[src/rtl/rs_15_11_encoder.sv]
// Systematic RS(15,11) encoder over GF(16) (x^4+x+1): 11 message symbols pass through,
// then 4 parity symbols from the generator LFSR, each tagged with its block index.
module rs_15_11_encoder #(
  parameter logic [3:0] G3 = 4'hD,
  parameter logic [3:0] G2 = 4'hC,
  parameter logic [3:0] G1 = 4'h8,
  parameter logic [3:0] G0 = 4'h7
) (
  input  logic       CLK,
  input  logic       RESET_N,
  input  logic       IN_VALID,
  input  logic [3:0] DATA_IN,
  output logic       IN_READY,
  output logic       OUT_VALID,
  output logic [3:0] DATA_OUT,
  output logic [3:0] COUNT,
  output logic       SOB,
  output logic       EOB
);

  // state   | meaning
  // ST_MSG  | accepting message symbols, counter 0..10
  // ST_PAR  | shifting out parity, counter 11..14
  typedef enum logic [1:0] {
    ST_MSG = 2'd0,
    ST_PAR = 2'd1
  } state_t;

  state_t     state;
  logic [3:0] sym_cnt;
  logic [3:0] r3, r2, r1, r0;
  logic [3:0] fb;
  logic       bad_state;

  // Constant-coefficient GF(16) multiply; b is always a parameter so this folds to XORs.
  function automatic logic [3:0] gf_mul(input logic [3:0] a, input logic [3:0] b);
    logic [3:0] acc;
    logic [3:0] p;
    acc = 4'h0;
    p   = a;
    for (int i = 0; i < 4; i++) begin
      if (b[i]) acc = acc ^ p;
      p = {p[2:0], 1'b0} ^ {2'b00, p[3], p[3]};
    end
    return acc;
  endfunction

  assign fb = DATA_IN ^ r3;

  always_comb begin
    bad_state = 1'b1;
    if (state == ST_MSG && sym_cnt <= 4'd10)
      bad_state = 1'b0;
    else if (state == ST_PAR && sym_cnt >= 4'd11 && sym_cnt != 4'hF)
      bad_state = 1'b0;
  end

  always_ff @(posedge CLK or negedge RESET_N) begin
    if (!RESET_N) begin
      state     <= ST_MSG;
      sym_cnt   <= 4'd0;
      r3        <= 4'h0;
      r2        <= 4'h0;
      r1        <= 4'h0;
      r0        <= 4'h0;
      IN_READY  <= 1'b1;
      OUT_VALID <= 1'b0;
      DATA_OUT  <= 4'h0;
      COUNT     <= 4'd0;
      SOB       <= 1'b0;
      EOB       <= 1'b0;
    end else if (bad_state) begin
      // Corrupted state/counter pair: drop the block and restart clean.
      state     <= ST_MSG;
      sym_cnt   <= 4'd0;
      r3        <= 4'h0;
      r2        <= 4'h0;
      r1        <= 4'h0;
      r0        <= 4'h0;
      IN_READY  <= 1'b1;
      OUT_VALID <= 1'b0;
      SOB       <= 1'b0;
      EOB       <= 1'b0;
    end else begin
      case (state)
        ST_MSG: begin
          if (IN_VALID) begin
            r3        <= r2 ^ gf_mul(fb, G3);
            r2        <= r1 ^ gf_mul(fb, G2);
            r1        <= r0 ^ gf_mul(fb, G1);
            r0        <= gf_mul(fb, G0);
            DATA_OUT  <= DATA_IN;
            COUNT     <= sym_cnt;
            OUT_VALID <= 1'b1;
            SOB       <= (sym_cnt == 4'd0);
            EOB       <= 1'b0;
            sym_cnt   <= sym_cnt + 4'd1;
            if (sym_cnt == 4'd10) begin
              state    <= ST_PAR;
              IN_READY <= 1'b0;
            end
          end else begin
            OUT_VALID <= 1'b0;
            SOB       <= 1'b0;
            EOB       <= 1'b0;
          end
        end
        ST_PAR: begin
          DATA_OUT  <= r3;
          COUNT     <= sym_cnt;
          OUT_VALID <= 1'b1;
          SOB       <= 1'b0;
          EOB       <= (sym_cnt == 4'd14);
          r3        <= r2;
          r2        <= r1;
          r1        <= r0;
          r0        <= 4'h0;
          if (sym_cnt == 4'd14) begin
            state    <= ST_MSG;
            sym_cnt  <= 4'd0;
            IN_READY <= 1'b1;
          end else begin
            sym_cnt <= sym_cnt + 4'd1;
          end
        end
        default: begin
          state   <= ST_MSG;
          sym_cnt <= 4'd0;
        end
      endcase
    end
  end

endmodule
[config.mk]
export PLATFORM = sky130hd
export DESIGN_NAME = rs_15_11_encoder
export DESIGN_NICKNAME = d
export VERILOG_FILES = /design/src/rtl/rs_15_11_encoder.sv
export SDC_FILE = /design/constraint.sdc
export NUM_CORES = 1
export LEC_CHECK = 0
export ABC_AREA = 0
export CAP_MARGIN = 20
export CORE_MARGIN = 4
export CORE_UTILIZATION = 35
export CTS_CLUSTER_SIZE = 16
export DETAILED_ROUTE_END_ITERATION = 8
export GPL_TIMING_DRIVEN = 0
export PLACE_DENSITY_LB_ADDON = 0.08
export SLEW_MARGIN = 25
export SYNTH_ARGS = -nofsm -noshare
export SYNTH_HDL_FRONTEND = slang
export SYNTH_SLANG_ARGS = --single-unit
export TNS_END_PERCENT = 50
[constraint.sdc]
create_clock -name CLK -period 2.52 [get_ports CLK]
set_clock_uncertainty 0.2 [all_clocks]
set_input_delay 0.63 -clock CLK [delete_from_list [all_inputs] [get_ports CLK]]
set_output_delay 0.63 -clock CLK [all_outputs]
set_load 0.01 [all_outputs]
# --- Yosys cells after proc, flatten, opt, wreduce, memory -nomap -nowiden ---
# Index checks and enable logic that the tools add are counted.
word_totals:
  in_bits: 7
  regBits: 34
  word_cells: 108
  output_inout_bits: 12
classes:
  n_eq_ne: 8
  n_lt_le_gt_ge: 2
  reduce_logical: 11
  bitwise_logic: 13
  addsub: 1
  mux: 61
ops:
  columns: ["operator", "n"]
  rows:
  - ["4-bit 2-to-1 mux", 34]
  - ["4-bit case mux with 2 select lines", 7]
  - ["4-bit XOR", 9]
  - ["4-bit by 2-bit XOR with 4-bit output", 3]
  - ["1-bit 2-to-1 mux", 11]
  - ["4-bit equality test, second input constant", 2]
  - ["2-bit 2-to-1 mux", 4]
  - ["1-bit case mux with 2 select lines", 4]
  - ["3-bit by 2-bit != test with 1-bit output, second input constant", 2]
  - ["3-bit AND reduction", 2]
  - ["4-bit by 1-bit adder with 4-bit output, second input constant", 1]
  - ["4-bit >= comparator, second input constant", 1]
  - ["4-bit less-or-equal comparator, second input constant", 1]
  - ["4-bit logical NOT", 1]
  - ["4-bit != test, second input constant", 1]
  - ["2-bit case mux with 2 select lines", 1]
  - ["4-bit AND reduction", 1]
  - ["1-bit logical AND", 3]
  - ["3-bit != test, second input constant", 1]
  - ["3-bit nonzero test", 1]
  - ["2-bit by 1-bit equality test with 1-bit output, second input constant", 1]
  - ["2-bit logical NOT", 1]
  - ["2-bit != test, second input constant", 1]
  - ["2-bit AND reduction", 1]
  - ["2 further kinds", 2]

# --- Longest topological paths before layout ---
depth:
  word_depth: 18
  ltp_mapped: 7
  depth_no_buf: 7

# --- Least setup slack after synthesis ---
# No wires, ideal clock.
synth_path:
  path_type: "input -> register"
  from: "in DATA_IN[2]"
  to: "reg r3[0]"
  required_ns: 2.192
  setup_time_ns: 0.128
  path_slack_ns: 0.543
  n_path_buf: 0
  arrival_time_ns: 1.649
  stages: 5
  cell_sequence: "xnor2_2 -> xor3_1 -> nor2_2 -> xnor2_1 -> o21ai_1"
synth_between:
  elab_chain_cells: 15
synth_rtl:
  columns: ["element", "line_no", "text"]
  rows:
  - ["start: declaration", "12", "input logic [3:0] DATA_IN,"]
  - ["4-bit XOR", "48", "assign fb = DATA_IN ^ r3;"]
  - ["4-bit by 2-bit XOR with 4-bit output (2 in series)", "43", "p = {p[2:0], 1'b0} ^ {2'b00, p[3], p[3]};"]
  - ["4-bit XOR", "42", "if (b[i]) acc = acc ^ p;"]
  - ["4-bit 2-to-1 mux", "87", "if (IN_VALID) begin"]
  - ["4-bit 2-to-1 mux", "85", "case (state)"]
  - ["4-bit 2-to-1 mux", "72", "end else if (bad_state) begin"]
  - ["4-bit XOR", "42", null]
  - ["4-bit 2-to-1 mux", "87", null]
  - ["4-bit 2-to-1 mux", "85", null]
  - ["4-bit 2-to-1 mux", "72", null]
  - ["4-bit XOR", "88", "r3 <= r2 ^ gf_mul(fb, G3);"]
  - ["4-bit 2-to-1 mux", "87", null]
  - ["4-bit case mux with 2 select lines", "85", null]
  - ["4-bit 2-to-1 mux", "72", null]
  - ["end signal: assignment", "88", null]
  - ["end signal: assignment", "114", "r3 <= r2;"]
  - ["end: declaration", "31", "logic [3:0] r3, r2, r1, r0;"]
# Every way passes these cells. The select of a mux whose other input is x is not followed.
# A chain may end at the register's enable or synchronous reset.

# --- Worst setup path in the final report ---
# Same ends and word-level chain as after synthesis.

==> results.json <==
{
  "start_util_pct": 36.3,
  "maxSlewHeadroom_pct": 67.1,
  "finalCriticalPeriod_ns": 2.30,
  "post_cts_resized": 0,
  "clockBufferDepth": 2,
  "cp_max_fo": 5,
  "fmax_mhz": 435,
  "yosysWarningCount": 0,
  "wl_per_cell_um": 13.6,
  "row_count": 25,
  "slew_viol_final": 0,
  "hold_buffers": 0,
  "syn2layout_area_growth_pct": 23.4,
  "insertion_delay_ns": 0.28,
  "worstSetupEndpointType": "flip-flop",
  "nFillCells": 489,
  "die_width_um": 78.2,
  "cp_data_required_time_ns": 2.48,
  "port_buffers": 18,
  "leakagePower_uw": 0.000915,
  "grt_pass1_wl_um": 6220,
  "cts_root_buffer": "clkbuf_8",
  "drt-total-wl_um": 3560,
  "grt_usage_pct": 13.1,
  "clock-sinks": 33,
  "antenna_cells": 0,
  "fin_hold_ws_ns": 0.0596,
  "start_kind": "input pin",
  "firstDrtPassIters": 4,
  "drtIter0Drc": 34,
  "cap_violations": 0,
  "post_cts_buffers": 0,
  "clk_pin_slew_ns": 0.07,
  "drive_above_1_share_pct": 14.9,
  "synth_seq_cells": 33,
  "seq_area_frac_synth_pct": 47.9,
  "synth_nets": 177,
  "path_class": "in2reg",
  "antenna_found_initial": 0,
  "finalWorstSetupSlack_ns": 0.220,
  "gp_congestion": 0.794,
  "postSynthAreaPerCell_um2": 10.3,
  "synthesis.area_um2": 1730,
  "period_share_pct": 91.3,
  "overflow": 0,
  "dp_hpwl_um": 2590,
  "die_y_um": 78.2,
  "htreeDepth": 2,
  "place_ws_ns": -0.0820,
  "grt_max_degree": 20,
  "nNetsFinal": 203,
  "multi_input_area_um2": 845,
  "fp.coreArea_um2": 4750,
  "grt_pass1_vias": 1230,
  "post-route-drc-count": 0,
  "synth.distinct_cells": 32,
  "syn-instance-count": 167,
  "final_cell_area_um2": 2130,
  "worst_slew_pin_slew_ns": 0.492,
  "power.density_nw_per_um2": 1380,
  "die_area_um2": 6120,
  "irDropWorstVdd_mv": 0.485,
  "setup_viol": 0,
  "instances_no_fill": 261,
  "cts_tree": "done",
  "grt_setup_unrepaired": "false",
  "dp_cells": 253,
  "cts_buffers": 5,
  "outcome": "completed",
  "dr_total_vias": 1222,
  "fin_tns_setup_ns": 0,
  "hold_viol_final": 0,
  "register_area_um2": 827,
  "io_pins": 19,
  "viasPerCell": 4.68,
  "placed_cell_area_um2": 2010,
  "hp-class": "in2async",
  "arrival_ns": 2.26,
  "detail-route-antenna-nets": 0
}
## critical path: stages
cell and delay [ns]:
clkdlybuf4s50_1 0.47, xnor2_2 0.34, xor3_1 0.51, nor2_2 0.11, xnor2_1 0.12, o21ai_1 0.07
## flip-flops by register name (all words and copies together), names as in the netlist
register / count
COUNT: 4
DATA_OUT: 4
r0: 4
r1: 4
r2: 4
r3: 4
sym_cnt: 4
EOB: 1
IN_READY: 1
OUT_VALID: 1
SOB: 1
state: 1
## cells in the mapped netlist (all sizes together)
cell | n | area [um^2]
nand2 | 28 | 105
o31a | 1 | 8.76
and4 | 1 | 8.76
nor4b | 1 | 8.76
o22a | 1 | 8.76
o211a | 1 | 10.0
nor2 | 14 | 57.6
nand4 | 1 | 6.26
inv | 3 | 11.3
o21ai | 26 | 130
a41oi | 1 | 8.76
or2 | 1 | 6.26
buf | 8 | 42.5
xor3 | 1 | 23.8
mux2i | 5 | 50.1
a31oi | 1 | 21.3
mux2 | 2 | 22.5
ha | 3 | 37.5
a21oi | 2 | 10.0
a22o | 2 | 17.5
nor3b | 1 | 7.51
nor2b | 3 | 18.8
o211ai | 2 | 20.0
dfrtp | 32 | 801
xnor2 | 24 | 248
xor2 | 1 | 8.76
dfstp | 1 | 26.3
## layout by cell type, fill, tap and decap left out, drive strengths merged, types with 2 or more instances in the layout
cell | netlist | routed
dfrtp | 32 | 32
nand2 | 28 | 28
o21ai | 26 | 26
xnor2 | 24 | 24
clkdlybuf4s50 | 0 | 17
nor2 | 14 | 14
buf | 8 | 10
clkbuf | 0 | 7
mux2i | 5 | 5
inv | 3 | 3
nor2b | 3 | 3
ha | 3 | 3
a21oi | 2 | 2
a22o | 2 | 2
mux2 | 2 | 2
o211ai | 2 | 2
## cell type report
type | instances | share of cell area (%)
Buffer | 8 | 2.00
Sequential cell | 33 | 38.9
Inverter | 3 | 0.529
Timing Repair Buffer | 19 | 9.52
Multi-Input combinational cell | 123 | 39.7
Clock inverter | 1 | 1.41
Clock buffer | 7 | 4.06
Tap cell | 67 | 3.94
## through the flow
step                      utilization (%)  power [uW]
after global routing                 44.8        3200
after detailed placement             42.3        2460
after floorplan                         -        2060
after CTS                            44.8        2980
after global placement               41.8        2430
final                                44.8        2940
## cells by family after synthesis
| kind of cell | share of synthesized area (%) |
|---|---|
| buffers and inverters | 3.12 |
| adders and majority gates | 2.18 |
| DFF | 47.9 |
| muxes | 4.21 |
| AOI/OAI and AO/OA | 13.6 |
| and+or+nand+nor | 12.7 |
| xor gates and xnor gates | 16.2 |
## power breakdown
group | internal (uW) | switching (uW) | total (uW)
logic | 761 | 738 | 1500
registers | 769 | 163 | 932
clock network | 322 | 186 | 509
total | 1850 | 1090 | 2940
## per-layer routing
layer / share of wire (%) / up-vias / global-route usage [%]
met5: 0 / - / 0
met1: 49 / 569 / 18.5
li1: - / 616 / -
met4: 1.2 / 0 / 4.20
met2: 45 / 32 / 19.3
met3: 4.8 / 5 / 3.67
## worst paths after layout
check	cells after the start	to	startpoint	slack [ns]
setup / recovery	6	r3[0]	DATA_IN[2]	0.22
hold / removal	1	COUNT[3]	RESET_N	0.06
setup reg to reg	6	r1[0]	sym_cnt[1]	0.30
hold reg to reg	2	DATA_OUT[1]	DATA_OUT[1]	0.28
max in group asynchronous	2	DATA_OUT[0]	RESET_N	1.64
min in group CLK	2	DATA_OUT[1]	DATA_OUT[1]	0.28
Note: power is estimated with default switching activity, not from simulation.
